### config.mk
export PLATFORM = sky130hd
export DESIGN_NAME = fde_cpu_core
export DESIGN_NICKNAME = d
export VERILOG_FILES = /design/src/rtl/fde_cpu_core.sv
export SDC_FILE = /design/constraint.sdc
export NUM_CORES = 1
export LEC_CHECK = 0
export CAP_MARGIN = 5
export CORE_MARGIN = 1.5
export CORE_UTILIZATION = 33
export CTS_BUF_LIST = sky130_fd_sc_hd__clkbuf_4
export DETAILED_ROUTE_END_ITERATION = 7
export DONT_BUFFER_PORTS = 1
export GPL_TIMING_DRIVEN = 1
export PLACE_DENSITY = 0.48
export SLEW_MARGIN = 5
export SYNTH_ARGS = -nofsm -noshare
export SYNTH_HDL_FRONTEND = slang
export SYNTH_SLANG_ARGS = --single-unit
### constraint.sdc
create_clock -name i_clk -period 6.4 [get_ports i_clk]
set_clock_uncertainty 0.15 [all_clocks]
set_input_delay 1.28 -clock i_clk [delete_from_list [all_inputs] [get_ports i_clk]]
set_output_delay 1.28 -clock i_clk [all_outputs]
set_load 0.02 [all_outputs]
### src/rtl/fde_cpu_core.sv
// fde_cpu_core: parametrised multicycle fetch-decode-execute CPU core
//   i_clk        rising-edge clock
//   i_reset      synchronous active-high reset
//   i_stop       pause request, sampled only in FETCH
//   i_step       (FDE_STEP_EN only) single-step request while stopped
//   i_instr      combinational ROM data for address o_pc
//   o_pc         registered instruction address
//   o_write_en   one-cycle strobe marking a valid write-port transfer
//   o_write_add  write-port address, held between strobes
//   o_write_data write-port data, held between strobes
//   o_halted     core is in HALT until reset
// Optional single-step debug is enabled by defining FDE_STEP_EN.
module fde_cpu_core #(
    parameter int DATA_W  = 8,
    parameter int REG_AW  = 2,
    parameter int PC_W    = 4,
    parameter int ADDR_W  = 4,
    parameter int INSTR_W = 4 + 2 * REG_AW + DATA_W
) (
    input  logic               i_clk,
    input  logic               i_reset,
    input  logic               i_stop,
`ifdef FDE_STEP_EN
    input  logic               i_step,
`endif
    input  logic [INSTR_W-1:0] i_instr,
    output logic [PC_W-1:0]    o_pc,
    output logic               o_write_en,
    output logic [ADDR_W-1:0]  o_write_add,
    output logic [DATA_W-1:0]  o_write_data,
    output logic               o_halted
);
    localparam int NREG = 1 << REG_AW;
    localparam logic [3:0] OP_LDI  = 4'h1;
    localparam logic [3:0] OP_ADD  = 4'h2;
    localparam logic [3:0] OP_SUB  = 4'h3;
    localparam logic [3:0] OP_AND  = 4'h4;
    localparam logic [3:0] OP_OR   = 4'h5;
    localparam logic [3:0] OP_XOR  = 4'h6;
    localparam logic [3:0] OP_MOV  = 4'h7;
    localparam logic [3:0] OP_OUT  = 4'h8;
    localparam logic [3:0] OP_JMP  = 4'h9;
    localparam logic [3:0] OP_JZ   = 4'hA;
    localparam logic [3:0] OP_HALT = 4'hB;

    typedef enum logic [1:0] {S_FETCH, S_DECODE, S_EXECUTE, S_HALT} state_e;

    state_e              state_q, state_d;
    logic [PC_W-1:0]     pc_q, pc_d;
    logic [INSTR_W-1:0]  ir_q, ir_d;
    logic [DATA_W-1:0]   a_q, a_d, b_q, b_d;
    logic [DATA_W-1:0]   rf_q [NREG];
    logic [DATA_W-1:0]   rf_d [NREG];
    logic                z_q, z_d;
    logic                we_q, we_d;
    logic [ADDR_W-1:0]   wadd_q, wadd_d;
    logic [DATA_W-1:0]   wdata_q, wdata_d;
    logic [DATA_W-1:0]   res;
    logic                go;

    logic [3:0]        op;
    logic [REG_AW-1:0] rd, rs;
    logic [DATA_W-1:0] imm;

    assign op  = ir_q[INSTR_W-1 -: 4];
    assign rd  = ir_q[INSTR_W-5 -: REG_AW];
    assign rs  = ir_q[INSTR_W-5-REG_AW -: REG_AW];
    assign imm = ir_q[DATA_W-1:0];

`ifdef FDE_STEP_EN
    // The lock stays set while i_step is held so one step request fetches
    // exactly one instruction; it clears once i_step is released.
    logic step_lock_q, step_lock_d;
    assign go          = !i_stop || (i_step && !step_lock_q);
    assign step_lock_d = !i_step ? 1'b0
                       : (state_q == S_FETCH && i_stop) ? 1'b1 : step_lock_q;
    always_ff @(posedge i_clk) begin
        if (i_reset) step_lock_q <= 1'b0;
        else         step_lock_q <= step_lock_d;
    end
`else
    assign go = !i_stop;
`endif

    always_comb begin
        res = '0;
        case (op)
            OP_LDI:  res = imm;
            OP_ADD:  res = a_q + b_q;
            OP_SUB:  res = a_q - b_q;
            OP_AND:  res = a_q & b_q;
            OP_OR:   res = a_q | b_q;
            OP_XOR:  res = a_q ^ b_q;
            OP_MOV:  res = b_q;
            default: res = '0;
        endcase
    end

    always_comb begin
        state_d = state_q;
        pc_d    = pc_q;
        ir_d    = ir_q;
        a_d     = a_q;
        b_d     = b_q;
        rf_d    = rf_q;
        z_d     = z_q;
        we_d    = 1'b0;
        wadd_d  = wadd_q;
        wdata_d = wdata_q;
        case (state_q)
            S_FETCH: begin
                if (go) begin
                    ir_d    = i_instr;
                    state_d = S_DECODE;
                end
            end
            S_DECODE: begin
                a_d     = rf_q[rd];
                b_d     = rf_q[rs];
                state_d = S_EXECUTE;
            end
            S_EXECUTE: begin
                pc_d    = pc_q + PC_W'(1);
                state_d = (op == OP_HALT) ? S_HALT : S_FETCH;
                if (op >= OP_LDI && op <= OP_MOV) begin
                    rf_d[rd] = res;
                    z_d      = (res == '0);
                end
                if (op == OP_OUT) begin
                    we_d    = 1'b1;
                    wadd_d  = imm[ADDR_W-1:0];
                    wdata_d = b_q;
                end
                if (op == OP_JMP || (op == OP_JZ && z_q)) pc_d = imm[PC_W-1:0];
            end
            default: state_d = S_HALT;
        endcase
    end

    always_ff @(posedge i_clk) begin
        if (i_reset) begin
            state_q <= S_FETCH;
            pc_q    <= '0;
            ir_q    <= '0;
            a_q     <= '0;
            b_q     <= '0;
            rf_q    <= '{default: '0};
            z_q     <= 1'b0;
            we_q    <= 1'b0;
            wadd_q  <= '0;
            wdata_q <= '0;
        end else begin
            state_q <= state_d;
            pc_q    <= pc_d;
            ir_q    <= ir_d;
            a_q     <= a_d;
            b_q     <= b_d;
            rf_q    <= rf_d;
            z_q     <= z_d;
            we_q    <= we_d;
            wadd_q  <= wadd_d;
            wdata_q <= wdata_d;
        end
    end

    assign o_pc         = pc_q;
    assign o_write_en   = we_q;
    assign o_write_add  = wadd_q;
    assign o_write_data = wdata_q;
    assign o_halted     = (state_q == S_HALT);
endmodule

==> run summary <==
Leakage - 1.65 nW
Core area - 13900 sq um
Via Count - 3799
RSZ-0062 raised after global routing - no
Htree depth - 3
Die width - 122 microns
Wirelength, routed - 12500 microns
Worst-Skew Late Latency - 0.46 ns
Die area - 14900 sq um
Crit path cell chain - buf_4 > nor4bb_1 > mux2_2 > fa_1 > nor2b_1 > o22ai_1 > xnor2_1 > a211oi_1 > nand4b_1 > o31ai_1
Post-synth EDFFs - 0
DIE HEIGHT - 122 microns
WP data required - 6.63 ns
Total number of yosys warnings - 0
Antenna viol nets, final - 0
Post-cts resize count - 0
Starting Density - 33.8%
Startpoint types - register
Hold Violations, Final - 0
Tcrit/Tclk final - 62.2%
GRT Util Overall - 17.7%
Asr flop ratio synth - 0%
PortBufs - 0
Clock Tree Buf Depth - 2
Post-layout nets - 567
Max Used Layer - met4
Post-CTS setup repair buffer count - 0
Register area share after synthesis - 35.9%
Final RePlAce weighted congestion - 0.877
Area contributors post-synth - dfxtp_1, mux4_2, nand2_1
Initial antenna violation count - 0
DRC viols - 0
R2r endpoint - z_q
CTS clock-pin slew for the worst setup and hold paths - 0.13 ns
Worst r2r src - ir_q[13]
Cell area after synthesis - 4690 sq um
Vias per cell - 5.38
Max IR drop VDD - 0.130 mV
Final Critical Period - 3.98 ns
Share of post-route cells with drive strength above 1 - 9.13%
Row cnt - 43
Crit path capture type - register
I/O Pins - 37
Syn_nets - 590
Initial DRT Pass Iterations - 4
Commonest non-fill, non-tap cell in the layout - nand2_1
# Max-Cap Violations - 0
Antenna cells - 0
Fin Setup TNS - 0 ns
Final Max Tran Viols - 0
Relative slew margins - 21.2%
Data arrival, critical path - 4.21 ns
Crit path from - ir_q[13]
Min-delay worst type - reg2reg
Hold Buf Count CTS - 0
CP peak stage delay - 0.81 ns
Vias in the first global route - 3687
Pwr/cell area - 201 nW/um^2
Final core utilization - 35.7%
Max stage delay cell, worst path - nor4bb_1
Slew @ Worst Pin - 1.18 ns
Final number of setup-violating endpoints - 0
Drt initial violations - 265
Largest net degree at the start of global routing - 86
Yosys top cell by area - dfxtp_1
WHS Endpoint - ir_q[7]
Top-area cell type share of the netlist area - 35.9%
R2R Setup Slk - 2.42 ns
Wl on met1 - 6050 microns
Syn Inst Count - 545
Synth Flop Type - dfxtp_1
Met3 routed WL - 541 microns
DR WL/cell - 17.8 microns
Yosys reg bits - 84
Clk sinks - 84
Global-route wire length before repair - 20000 microns
Worst-path fanout max - 35
Area grow syn2layout - 5.82%
Most frequent cells in the layout - nand2_1, dfxtp_1, a21oi_1
Kind of critical path - reg2reg
Routed wl met2 - 5720 microns
CTS tree - built
Hold path start - ir_q[7]
Post-DP HPWL - 8990 microns
Fmax - 0.251 GHz
Synth unique cells - 59
Reg2reg path depth - 10
Root Buffer - clkbuf_4
Outcome - finished clean
Mean Syn Cell Area - 8.60 sq um
GRT overflow - 0
CTS buffer count - 9
Worst hold path stage count - 2
where the power goes:
| group | switching, mW | leakage, nW | internal, mW |
|---|---|---|---|
| Sequential | 0.0196 | 0.680 | 0.532 |
| Combinational | 0.0438 | 0.880 | 0.0297 |
| Clock | 0.180 | 0.0932 | 0.193 |
worst max-delay path by stage:
stage / to / slack (ns) / depth (start not counted)
after floorplan: z_q / 3.28 / 11
after global placement: rf_q[31] / 2.55 / 11
after detailed placement: z_q / 2.44 / 10
after CTS: z_q / 2.42 / 10
after global routing: z_q / 2.09 / 10
final: z_q / 2.42 / 10
sequential cells by signal (all words and copies together), names as in the netlist:
signal	cells
o_write_data	8
rf_q	32
z_q	1
state_q	2
o_write_add	4
o_write_en	1
b_q	8
a_q	8
o_pc	4
ir_q	16
final cells by class:
cell class,count,area (sq um)
clock buffers,9,67.6
clock inverters,6,104
flip-flops and latches,84,1680
multi-input cells,401,2760
fillers,1464,8920
repair buffers,6,45.0
inverters,20,75.1
well taps,180,225
cells by family after synthesis:
kind of cell | after synthesis | share of synthesized area (%)
muxes | 36 | 12.5
and+or+nand+nor | 212 | 21.3
AOI/OAI and AO/OA | 118 | 16.2
adders and majority gates | 26 | 7.10
buffers and inverters | 60 | 5.34
xor gates and xnor gates | 9 | 1.68
DFF | 84 | 35.9
synthesized netlist by cell type, drive strengths merged (3+ instances only):
| library cell | count |
|---|---|
| clkbuf | 27 |
| dfxtp | 84 |
| nor2 | 44 |
| ha | 25 |
| buf | 13 |
| a211oi | 28 |
| o21ai | 7 |
| a21oi | 59 |
| nand3b | 8 |
| nor3 | 7 |
| nand2b | 8 |
| and2 | 4 |
| and3 | 3 |
| nor2b | 12 |
| nand3 | 6 |
| o2111ai | 3 |
| nor4 | 3 |
| nand2 | 102 |
| mux4 | 18 |
| a31oi | 4 |
| mux2i | 17 |
| inv | 20 |
| xnor2 | 8 |
worst max-delay path, delay by kind of cell, from the launching register on:
family                   cells  cell delay [ns]
flip-flops                   1             0.33
AO/OA/AOI/OAI                3             0.94
AND/OR/NAND/NOR              3             1.15
XOR/XNOR                     1             0.13
adder cells (fa/ha/maj)      1             0.44
buffers and inverters        1             0.34
multiplexers                 1             0.44
per-stage QoR:
stage          power, mW  instance area [sq um]  worst slack (ns)  std cells  hold WS (ns)
6_report           0.999                   4960              2.42        706         0.312
2_1_floorplan      0.622                   4690              3.28        545         0.286
5_1_grt             1.04                   4960              2.09        706         0.340
4_1_cts             1.01                   4960              2.42        706         0.312
3_3_place_gp       0.635                   4790              2.55        691         0.296
3_5_place_dp       0.637                   4790              2.44        691         0.295
layer usage:
metal  vias up  track usage (%)
met1      1836             24.9
met3        17             4.54
met5         -                0
met2        76             26.3
li1       1870                -
met4         0             5.74
No activity file was read; power rests on OpenSTA's default activity.
